--- src/rtl/edge_event_arbiter_pkg.sv ---
// Shared constants and small index helpers for the edge event arbiter slice.
package edge_event_arbiter_pkg;

    localparam int DEFAULT_WIDTH = 9;

    // Adds an offset to a base index and wraps the sum into the range 0..width-1.
    // Requires base < width and off < width.
    function automatic int wrap_add(input int base, input int off, input int width);
        int sum;
        sum = base + off;
        return (sum >= width) ? (sum - width) : sum;
    endfunction

endpackage

--- src/rtl/positive_edge_filter.sv ---
// Per-bit rising-edge detector. It raises rise[i] in the cycle where data_in[i]
// goes from 0 to 1.
module positive_edge_filter #(
    parameter int WIDTH = 9
) (
    input  logic             clk,
    input  logic             rst,
    input  logic [WIDTH-1:0] data_in,
    output logic [WIDTH-1:0] rise
);

    logic [WIDTH-1:0] prev_r;

    // Previous-sample register. It clears on reset, so a level that is
    // already high when reset ends counts as a fresh edge.
    always_ff @(posedge clk) begin
        if (rst) begin
            prev_r <= {WIDTH{1'b0}};
        end else begin
            prev_r <= data_in;
        end
    end

    assign rise = data_in & ~prev_r;

endmodule

--- src/rtl/edge_event_arbiter.sv ---
// Captures rising edges on WIDTH event lines as pending requests and grants them
// one at a time in round-robin order through a valid/ready handshake.
module edge_event_arbiter
    import edge_event_arbiter_pkg::*;
#(
    parameter  int WIDTH = DEFAULT_WIDTH,
    localparam int IDX_W = $clog2(WIDTH)
) (
    input  logic             clk,
    input  logic             rst,
    input  logic [WIDTH-1:0] data_in,
    input  logic             en,
    input  logic             clr_ovf,
    output logic             out_valid,
    output logic [IDX_W-1:0] out_index,
    input  logic             out_ready,
    output logic [WIDTH-1:0] pending,
    output logic [WIDTH-1:0] overflow
);

    logic [WIDTH-1:0] rise_s;
    logic [WIDTH-1:0] pending_r;
    logic [WIDTH-1:0] overflow_r;
    logic             out_valid_r;
    logic [IDX_W-1:0] out_index_r;
    logic [IDX_W-1:0] rr_ptr_r;

    logic             load_s;
    logic [IDX_W-1:0] sel_s;
    logic [IDX_W-1:0] rr_next_s;
    logic [WIDTH-1:0] clear_s;
    logic [WIDTH-1:0] ovf_set_s;
    logic [WIDTH-1:0] pending_next_s;
    logic [WIDTH-1:0] overflow_next_s;

    positive_edge_filter #(
        .WIDTH (WIDTH)
    ) u_edge (
        .clk     (clk),
        .rst     (rst),
        .data_in (data_in),
        .rise    (rise_s)
    );

    // Returns the first set request at or above ptr, wrapping from WIDTH-1 to 0.
    // Callers use the result only when req is nonzero.
    function automatic logic [IDX_W-1:0] rr_search(input logic [WIDTH-1:0] req,
                                                   input logic [IDX_W-1:0] ptr);
        logic [IDX_W-1:0] result;
        logic [IDX_W-1:0] idx_v;
        logic             found;
        result = ptr;
        found  = 1'b0;
        for (int off = 0; off < WIDTH; off++) begin
            idx_v = IDX_W'(wrap_add(int'(ptr), off, WIDTH));
            if (!found && req[idx_v]) begin
                result = idx_v;
                found  = 1'b1;
            end
        end
        return result;
    endfunction

    // Decides the grant load and computes the next pending and overflow vectors.
    always_comb begin
        load_s    = en && (pending_r != {WIDTH{1'b0}}) && (!out_valid_r || out_ready);
        sel_s     = rr_search(pending_r, rr_ptr_r);
        rr_next_s = {IDX_W{1'b0}};
        clear_s   = {WIDTH{1'b0}};
        if (sel_s == IDX_W'(WIDTH - 1)) begin
            rr_next_s = {IDX_W{1'b0}};
        end else begin
            rr_next_s = sel_s + IDX_W'(1'b1);
        end
        if (load_s) begin
            clear_s[sel_s] = 1'b1;
        end else begin
            clear_s = {WIDTH{1'b0}};
        end
        // An edge on the bit being granted counts as a new event, not as a lost one.
        ovf_set_s      = rise_s & pending_r & ~clear_s;
        pending_next_s = (pending_r & ~clear_s) | rise_s;
        if (clr_ovf) begin
            overflow_next_s = ovf_set_s;
        end else begin
            overflow_next_s = overflow_r | ovf_set_s;
        end
    end

    // Holds the pending and overflow vectors, the grant register and the round-robin pointer.
    always_ff @(posedge clk) begin
        if (rst) begin
            pending_r   <= {WIDTH{1'b0}};
            overflow_r  <= {WIDTH{1'b0}};
            out_valid_r <= 1'b0;
            out_index_r <= {IDX_W{1'b0}};
            rr_ptr_r    <= {IDX_W{1'b0}};
        end else begin
            pending_r  <= pending_next_s;
            overflow_r <= overflow_next_s;
            if (load_s) begin
                out_valid_r <= 1'b1;
                out_index_r <= sel_s;
                rr_ptr_r    <= rr_next_s;
            end else if (out_valid_r && out_ready) begin
                out_valid_r <= 1'b0;
            end else begin
                out_valid_r <= out_valid_r;
            end
        end
    end

    assign out_valid = out_valid_r;
    assign out_index = out_index_r;
    assign pending   = pending_r;
    assign overflow  = overflow_r;

endmodule

--- config.mk ---
export PLATFORM = sky130hd
export DESIGN_NAME = edge_event_arbiter
export DESIGN_NICKNAME = d
export VERILOG_FILES = /design/src/rtl/edge_event_arbiter_pkg.sv /design/src/rtl/positive_edge_filter.sv /design/src/rtl/edge_event_arbiter.sv
export SDC_FILE = /design/constraint.sdc
export NUM_CORES = 1
export LEC_CHECK = 0
export CAP_MARGIN = 30
export CORE_MARGIN = 4
export CORE_UTILIZATION = 43
export CTS_CLUSTER_DIAMETER = 30
export CTS_CLUSTER_SIZE = 16
export DETAILED_ROUTE_END_ITERATION = 8
export GPL_TIMING_DRIVEN = 1
export PLACE_DENSITY = 0.65
export SYNTH_ARGS = -nofsm -noshare
export SYNTH_HDL_FRONTEND = slang
export SYNTH_HIERARCHICAL = 1
export SYNTH_SLANG_ARGS = --single-unit
export TNS_END_PERCENT = 5
--- constraint.sdc ---
create_clock -name clk -period 5.6 [get_ports clk]
set_clock_uncertainty 0.15 [all_clocks]
set_input_delay 0.56 -clock clk [delete_from_list [all_inputs] [get_ports clk]]
set_output_delay 0.56 -clock clk [all_outputs]
set_load 0.03 [all_outputs]
# After elaboration in Yosys (flattened, before gate mapping)
# Cells that the tools add are included.
# totals
in_bits,14
regBits,36
# classes
mux,51
bitwise_logic,8
n_addsub,18
reduce_logical,24
eq_ne,1
order_cmp,20
# op_table
op,count
4-bit 2-to-1 mux,19
4-bit by 5-bit < comparator with 1-bit output (second input constant),10
5-bit by 4-bit >= comparator with 1-bit output (second input constant),8
9-bit bitwise AND,4
1-bit binary-select mux with 4-bit select,9
4-bit subtractor (second input constant),9
4-bit by 3-bit adder with 5-bit output (second input constant),4
1-bit 2-to-1 mux,20
9-bit 2-to-1 mux,2
9-bit NOT,2
9-bit OR,2
1-bit logical AND,12
4-bit by 2-bit adder with 5-bit output (second input constant),2
1-bit logical NOT,9
9-bit nonzero test,1
4-bit by 1-bit adder with 5-bit output (second input constant),1
4-bit by 4-bit adder with 5-bit output (second input constant),1
4-bit by 1-bit adder with 4-bit output (second input constant),1
1-bit demux with 4-bit select,1
4-bit equality test (second input constant),1
4-bit by 1-bit >= comparator with 1-bit output (second input constant),1
4-bit >= comparator (second input constant),1
2-bit nonzero test,1
1-bit logical OR,1

# Depth between registers and ports, before layout
# Gate-level depths: netlist of run 1.
# depth
ltp_word,38
depth_mapped,22

# Cells and area by module
# Netlist of run 1, hierarchy kept.
# by_module_without_submodules
module,seq_area_each_um2,cells_per_inst,n_inst,area_each_um2
edge_event_arbiter,540.5,719,1,5253.8
positive_edge_filter,180.2,27,1,292.8

# Least setup slack after synthesis of run 1
# Ideal clock, no wire load.
# synth_path
kind,register to register
from,register rr_ptr_r[2]
to,register pending_r[3] (netlist: pending[3])
setup_time_ns,0.142
period_less_slack_ns,4.987
arrival_ns,4.695
slack_ns,0.613
path_buffers,1
stages_incl_launch_ff,20
required_ns,5.308
path_cell_list,dfxtp_1 -> buf_6 -> clkinv_1 -> ha_1 -> ha_1 -> and3_1 -> a211oi_4 -> mux2i_1 -> nor4bb_1 -> a211oi_4 -> o2111ai_2 -> and4b_2 -> nor4bb_1 -> a31oi_4 -> nand2_2 -> inv_1 -> ha_1 -> inv_1 -> o311ai_0 -> o21ai_0
# synth_between
elab_chain_cells,37
word_cells_on_any_way,95
# synth_rtl
element,line_no,rtl
from (decl),edge_event_arbiter.sv:26,logic [IDX_W-1:0] rr_ptr_r;
from (signal assigned),edge_event_arbiter.sv:97,rr_ptr_r <= {IDX_W{1'b0}};
from (signal assigned),edge_event_arbiter.sv:104,rr_ptr_r <= rr_next_s;
branches (longest 28 deep; another with 4-bit by 1-bit adder with 5-bit output),--,
4-bit 2-to-1 mux (*),edge_event_arbiter.sv:56,if (!found && req[idx_v]) begin
named net sel_s[0],edge_event_arbiter.sv:29,logic [IDX_W-1:0] sel_s;
4-bit by 5-bit < comparator with 1-bit output (implied by the code) or 4-bit by 1-bit >= comparator with 1-bit output (tied branches),edge_event_arbiter.sv:76,clear_s[sel_s] = 1'b1;
1-bit logical AND (implied by the code),edge_event_arbiter.sv:76,
1-bit 2-to-1 mux (implied by the code),edge_event_arbiter.sv:76,
1-bit demux with 4-bit select (*),edge_event_arbiter.sv:76,
9-bit 2-to-1 mux (*),edge_event_arbiter.sv:75,if (load_s) begin
9-bit NOT (*),edge_event_arbiter.sv:82,pending_next_s = (pending_r & ~clear_s) | rise_s;
9-bit bitwise AND (*),edge_event_arbiter.sv:82,
9-bit OR (*),edge_event_arbiter.sv:82,
to (signal assigned),edge_event_arbiter.sv:93,pending_r <= {WIDTH{1'b0}};
to (signal assigned),edge_event_arbiter.sv:99,pending_r <= pending_next_s;
to (decl),edge_event_arbiter.sv:22,logic [WIDTH-1:0] pending_r;
# Mark *: on every way through the listed nets, which the timed path passes. The select of a mux whose other input is x is not followed.
# A chain may end at the register's enable or synchronous reset.

# Final worst setup path of run 1
# layout_path
from,register rr_ptr_r[2]
to,register pending_r[2] (netlist: pending[2])
# layout_between
elab_chain_cells,37
word_cells_on_any_way,95
# layout_rtl
element,line_no
branches (longest 28 deep; another with 4-bit by 1-bit adder with 5-bit output),--
4-bit 2-to-1 mux (*),edge_event_arbiter.sv:56
4-bit by 5-bit < comparator with 1-bit output (implied by the code) or 4-bit by 1-bit >= comparator with 1-bit output (tied branches),edge_event_arbiter.sv:76
1-bit logical AND (implied by the code),edge_event_arbiter.sv:76
1-bit 2-to-1 mux (implied by the code),edge_event_arbiter.sv:76
1-bit demux with 4-bit select (*),edge_event_arbiter.sv:76
9-bit 2-to-1 mux (*),edge_event_arbiter.sv:75
9-bit NOT (*),edge_event_arbiter.sv:82
9-bit bitwise AND (*),edge_event_arbiter.sv:82
9-bit OR (*),edge_event_arbiter.sv:82
# Mark *: on every way between the ends. The select of a mux whose other input is x is not followed.

==> results of run 1 <==
## cells in the mapped netlist, types with 14 or more instances
| cell type | count |
|---|---|
| inv_1 | 28 |
| nor3_1 | 19 |
| a21oi_1 | 58 |
| nand3_1 | 15 |
| nor2_1 | 45 |
| nand2b_1 | 18 |
| xnor2_1 | 14 |
| nor2b_1 | 27 |
| a211oi_1 | 19 |
| o21ai_0 | 37 |
| nand2_1 | 69 |
| ha_1 | 25 |
| dfxtp_1 | 36 |
| mux2i_1 | 24 |
| clkbuf_1 | 29 |
## cell usage in the layout (no fill, tap or decap), types with 27 or more instances in the layout
cell	netlist	layout
dfxtp_1	36	35
nor2_1	45	45
nor2b_1	27	27
o21ai_0	37	37
clkdlybuf4s50_1	0	36
a21oi_1	58	58
buf_4	4	39
inv_1	28	28
nand2_1	69	69
## through the flow
stage / worst slack, ns / hold slack (ns) / cell area, µm² / util (%)
5_1_grt: 0.0194 / 0.323 / 6270 / 49.7
4_1_cts: 0.223 / 0.303 / 6260 / 49.6
6_report: 0.290 / 0.301 / 6270 / 49.7
2_1_floorplan: 0.613 / 0.325 / 5550 / -
3_3_place_gp: 0.319 / 0.288 / 6110 / 48.4
3_5_place_dp: 0.285 / 0.294 / 6110 / 48.4
## cell families after synthesis
family	after synthesis	share of synthesized area, %
AO/OA/AOI/OAI	285	37.5
AND/OR/NAND/NOR	260	25.5
buffers and inverters	88	7.65
flip-flops	36	13.0
multiplexers	35	7.58
adder cells (fa/ha/maj)	25	5.64
XOR/XNOR	17	3.09
## flip-flops by register name, indices dropped and copies added (netlist names)
signal         flops
overflow           9
pending            9
u_edge/prev_r      9
out_index          4
rr_ptr_r           4
out_valid          1
## per-layer routing
metal / wire length (µm) / vias to the layer above
met4: 1030 / 0
met3: 2200 / 87
met2: 9580 / 398
met1: 8610 / 2982
met5: 0 / -
li1: - / 2891
## power by group through the flow
| stage | Combinational (mW) | Sequential, mW | Clock, mW |
|---|---|---|---|
| 4_1_cts | 3.90 | 0.403 | 0.296 |
| 5_1_grt | 4.30 | 0.412 | 0.308 |
| 2_1_floorplan | 2.80 | 0.428 | 0 |
| 3_3_place_gp | 3.85 | 0.407 | 0 |
| 6_report | 4.01 | 0.408 | 0.294 |
| 3_5_place_dp | 3.87 | 0.408 | 0 |
## cell type report
type	instances	area share [%]
Inverter	31	1.86
Timing Repair Buffer	75	10.4
Tap cell	172	3.43
Sequential cell	36	11.5
Clock buffer	6	2.22
Clock inverter	2	0.220
Multi-Input combinational cell	622	70.3
## final timing paths
path                                    end  slack [ns]  cells past startpoint
worst max-delay path             pending[2]        0.29                     17
worst max register to register   pending[2]        0.29                     17
worst min register to register  overflow[2]        0.30                      2
worst min-delay path            overflow[2]        0.30                      2
## critical path: stages, from the launching register on
cell       delay, ns
dfxtp_1         0.34
clkinv_1        0.19
buf_4           0.26
ha_1            0.31
a21bo_1         0.28
a211oi_4        0.34
mux2i_1         0.42
nor4bb_1        0.54
a211oi_4        0.11
o2111ai_2       0.33
and4b_2         0.31
nand3b_1        0.23
o211ai_1        0.17
nand2_2         0.15
ha_1            0.19
inv_1           0.06
o311ai_0        0.57
o21ai_0         0.19
## repair_timing
action                                  4_1_cts  5_1_grt
buffers inserted                              0        0
endpoints found under the setup margin        0        4
gates resized for setup                       0        3
==> results.toml, run 1 <==
[run_status]
status = "finished clean"

[worst_setup_path]
reg2reg_from = "rr_ptr_r[2]"
cp_data_required_time_ns = 5.58
crit_type = "reg2reg"
worst-path-max-fanout = 9
cp-start-kind = "register"
critPathLaunch = "rr_ptr_r[2]"
endpoint_kind = "register"
crit_arrival_ns = 5.29

[routing]
wl_per_cell_um = 22.7
ant_nets = 0
drtIter0Drc = 698
vias_per_cell = 6.74
routed_wl_mm = 21.4
vias = 6358
drc_errors = 0
drt_first_pass_iters = 6

[placement]
portBuffers = 36
gp_congestion = 1.09
place_inst = 936
hpwl_mm = 16.1

[layout]
nNetsFinal = 810
regArea_um2 = 722
drive_gt1_share_pct = 13.1
fill_cells = 1287
diodes = 0
multiInputGateArea_um2 = 4410
synthToLayoutAreaGrowth_pct = 13.0
fin_cells = 944

[clock_network]
clockRootBuffer = "clkbuf_16"
ctsHtreeMaxLevel = 2
clk_pin_slew_ns = 0.06
cts_tree = "built"
cts_made_buffers = 5
cts_hold_buf = 0
cts.sinks = 36
clk_path_buf_depth = 2
insertion_delay_ns = 0.29

[global_routing]
grt.overflow.total = 0
grt_use_met1_pct = 36.1
grtUsageTotal_pct = 28.2
use_met3_pct = 5.76
grt_start_max_net_pins = 32
grt_pass1_vias = 6014
grt-busiest-layer = "met2"
antenna_found_initial = 0
grtUsageMet2_pct = 46.3
grt_pass1_wl_mm = 33.1

[yosys]
synth_area_um2 = 5550
synth_nets = 785
netlist_instances = 746
postSynthAreaPerCell_um2 = 7.44
synth_seq_cells = 36
yosysWarningCount = 6
async_flop_share_pct = 0
synth_area_leader_cell = "dfxtp_1"
synthDistinctLibCells = 100
synth_top_area_share_pct = 13.0
synth_ff_type = "dfxtp_1"
synth.area.top_cells = "dfxtp_1 13%, ha_1 5.6%, a21oi_1 5.2%, nand2_1 4.7%, mux2i_1 4.3%"
synth_edf_count = 0
synth-seq-area-share_pct = 13.0

[sta]
maxSlewViolCount = 0
relSlewSlack_pct = 36.9
hold_viol = 0
setup_viol_count_final = 0
post-route-period-util_pct = 94.8
tightest_slew_ns = 0.945
rsz0062_at_grt = "no"
fmax_mhz = 188
min_period_ns = 5.31
setup_tns_ns = 0

[floorplan]
chipWidth_um = 122
core_um2 = 12600
rows = 41
die_area_um2 = 14800
io_pins = 37
initial_core_util_pct = 44.0
die_y_um = 122

[pwr]
clkPwrFrac_pct = 6.2
power.total_mw = 4.72
ir_drop_mv = 0.408
power_density_nw_per_um2 = 752
internal_power_mw = 1.98
netSwitchingPower_mw = 2.74
combPwrFrac_pct = 85.1
swShare_pct = 58.1
seqPwrFrac_pct = 8.7
leakage_nw = 2.37

[hold_path]
hold_path.class = "reg2reg"
min_from = "overflow[2]"

[job]
maxCapViolCount = 0
Power figures use the tool's default switching activity.
==> run 2: changes to the inputs <==
--- a/config.mk
+++ b/config.mk
@@ -8,11 +8,13 @@
 export CAP_MARGIN = 30
 export CORE_MARGIN = 4
 export CORE_UTILIZATION = 43
+export CTS_BUF_LIST = sky130_fd_sc_hd__clkbuf_4 sky130_fd_sc_hd__clkbuf_8 sky130_fd_sc_hd__clkbuf_16
 export CTS_CLUSTER_DIAMETER = 30
 export CTS_CLUSTER_SIZE = 16
 export DETAILED_ROUTE_END_ITERATION = 8
 export GPL_TIMING_DRIVEN = 1
 export PLACE_DENSITY = 0.65
+export SKIP_CTS_REPAIR_TIMING = 1
 export SYNTH_ARGS = -nofsm -noshare
 export SYNTH_HDL_FRONTEND = slang
 export SYNTH_HIERARCHICAL = 1
==> results of run 2 <==
The final DEF is identical to that of run 1; final timing and power are the same.
==> run 3: changes to the inputs <==
--- a/config.mk
+++ b/config.mk
@@ -12,8 +12,9 @@
 export CTS_CLUSTER_DIAMETER = 30
 export CTS_CLUSTER_SIZE = 16
 export DETAILED_ROUTE_END_ITERATION = 8
+export DONT_BUFFER_PORTS = 1
 export GPL_TIMING_DRIVEN = 1
-export PLACE_DENSITY = 0.65
+export PLACE_DENSITY = 0.62
 export SKIP_CTS_REPAIR_TIMING = 1
 export SYNTH_ARGS = -nofsm -noshare
 export SYNTH_HDL_FRONTEND = slang
==> results.toml, run 3 (synthesized netlist as in run 1, its figures left out) <==
[run_status]
status = "finished clean"

[routing]
wl_per_cell_um = 22.5
drt_first_pass_iters = 6
drtIter0Drc = 725
vias_per_cell = 6.81
ant_nets = 0
drc_errors = 0
vias = 6180
routed_wl_mm = 20.4

[sta]
setup_tns_ns = 0
whs_ns = 0.192
relSlewSlack_pct = 37.0
hold_viol = 0
rsz0062_at_grt = "no"
maxSlewViolCount = 0
fin_ws_ns = 0.313
fmax_mhz = 189
post-route-period-util_pct = 94.4
min_period_ns = 5.29
setup_viol_count_final = 0
tightest_slew_ns = 0.944

[worst_setup_path]
crit_buf_inv = 7
critPathSlowestCell = "ha_2"
endpoint_kind = "register"
crit_type = "reg2reg"
r2r_setup_slack_ns = 0.31
crit_arrival_ns = 5.30
cp_data_required_time_ns = 5.62
worstPathCellList = "inv_1, ha_2, buf_4, and2_1, o21ai_1, mux2_2, and2_1, mux2i_1, a211oi_1, buf_4, nor3_2, buf_4, or4_4, a31oi_4, nand2_2, inv_1, ha_1, inv_1, o311ai_1, buf_4, o21ai_0"
crit_top_cell = "buf_4"
critical_path.top_delay_family = "simple AND/OR/NAND/NOR gates"
worst-path-max-fanout = 10
cp-start-kind = "register"
max_stage_delay_ns = 0.51

[floorplan]
io_pins = 37
die_area_um2 = 14800
initial_core_util_pct = 44.0
rows = 41
chipWidth_um = 122
core_um2 = 12600
die_y_um = 122

[clock_network]
clockRootBuffer = "clkbuf_16"
clk_path_buf_depth = 2
cts_tree = "built"
clk_pin_slew_ns = 0.06
ctsHtreeMaxLevel = 2
cts.sinks = 36
insertion_delay_ns = 0.28
cts_made_buffers = 5

[layout]
synthToLayoutAreaGrowth_pct = 6.59
drive_gt1_share_pct = 13.7
layout_commonest_cell = "nand2_1"
diodes = 0
mostFrequentLayoutCells = "69 x nand2_1, 58 x a21oi_1, 45 x nor2_1"
nNetsFinal = 773

[placement]
pre_cts_slack_ns = 0.103
gp_congestion = 1.00
hpwl_mm = 15.3
portBuffers = 0

[job]
maxCapViolCount = 0

[hold_path]
hold_path.class = "in2reg"

[global_routing]
grt_pass1_vias = 5742
grt_start_max_net_pins = 30
grtUsageTotal_pct = 27.1
grt_pass1_wl_mm = 31.6
grt.overflow.total = 0
antenna_found_initial = 0
==> run 3: cell count changes in the layout (fill, tap and decap cells not counted), sizes merged <==
cell | previous run | this run
buf | 39 | 38
clkinvlp | 0 | 1
clkdlybuf4s50 | 36 | 0
clkbuf | 6 | 5
==> run 3: layer usage <==
| layer | global-route usage (%) | vias up | wire length [µm] |
|---|---|---|---|
| li1 | - | 2808 | - |
| met5 | 0 | - | 0 |
| met3 | 5.01 | 92 | 2060 |
| met1 | 35.3 | 2899 | 8240 |
| met2 | 41.8 | 381 | 8940 |
| met4 | 16.0 | 0 | 1200 |
==> run 3: final timing paths <==
check,endpoint,start,cells past startpoint
max,pending[1],rr_ptr_r[1],21
min,pending[0],rst,1
max reg2reg,pending[1],rr_ptr_r[1],21
min reg2reg,pending[4],u_edge/prev_r[4],3
==> run 3: through the flow <==
step | utilization (%) | instance area (µm²) | cells
2_1_floorplan | - | 5550 | 746
3_3_place_gp | 45.5 | 5740 | 899
3_5_place_dp | 45.5 | 5740 | 899
4_1_cts | 46.6 | 5890 | 907
5_1_grt | 46.8 | 5910 | 907
6_report | 46.8 | 5910 | 907
==> run 3: layout make-up <==
type,instances,area (µm²)
clock inverters,3,21.3
clock buffers,5,125
multi-input cells,622,4430
inverters,31,116
well taps,172,215
fillers,1282,6710
flip-flops and latches,36,722
repair buffers,38,285
==> run 3: worst register-to-register path: stages (launching register included) <==
cell	delay, ns
dfxtp_1	0.35
inv_1	0.19
ha_2	0.51
buf_4	0.26
and2_1	0.36
o21ai_1	0.11
mux2_2	0.28
and2_1	0.22
mux2i_1	0.15
a211oi_1	0.32
buf_4	0.20
nor3_2	0.04
buf_4	0.19
or4_4	0.50
a31oi_4	0.20
nand2_2	0.12
inv_1	0.11
ha_1	0.15
inv_1	0.06
o311ai_1	0.45
buf_4	0.19
o21ai_0	0.06
Power of run 3 is not shown: default switching activity piles up to over one toggle a cycle in this logic, so the estimate is an artifact.
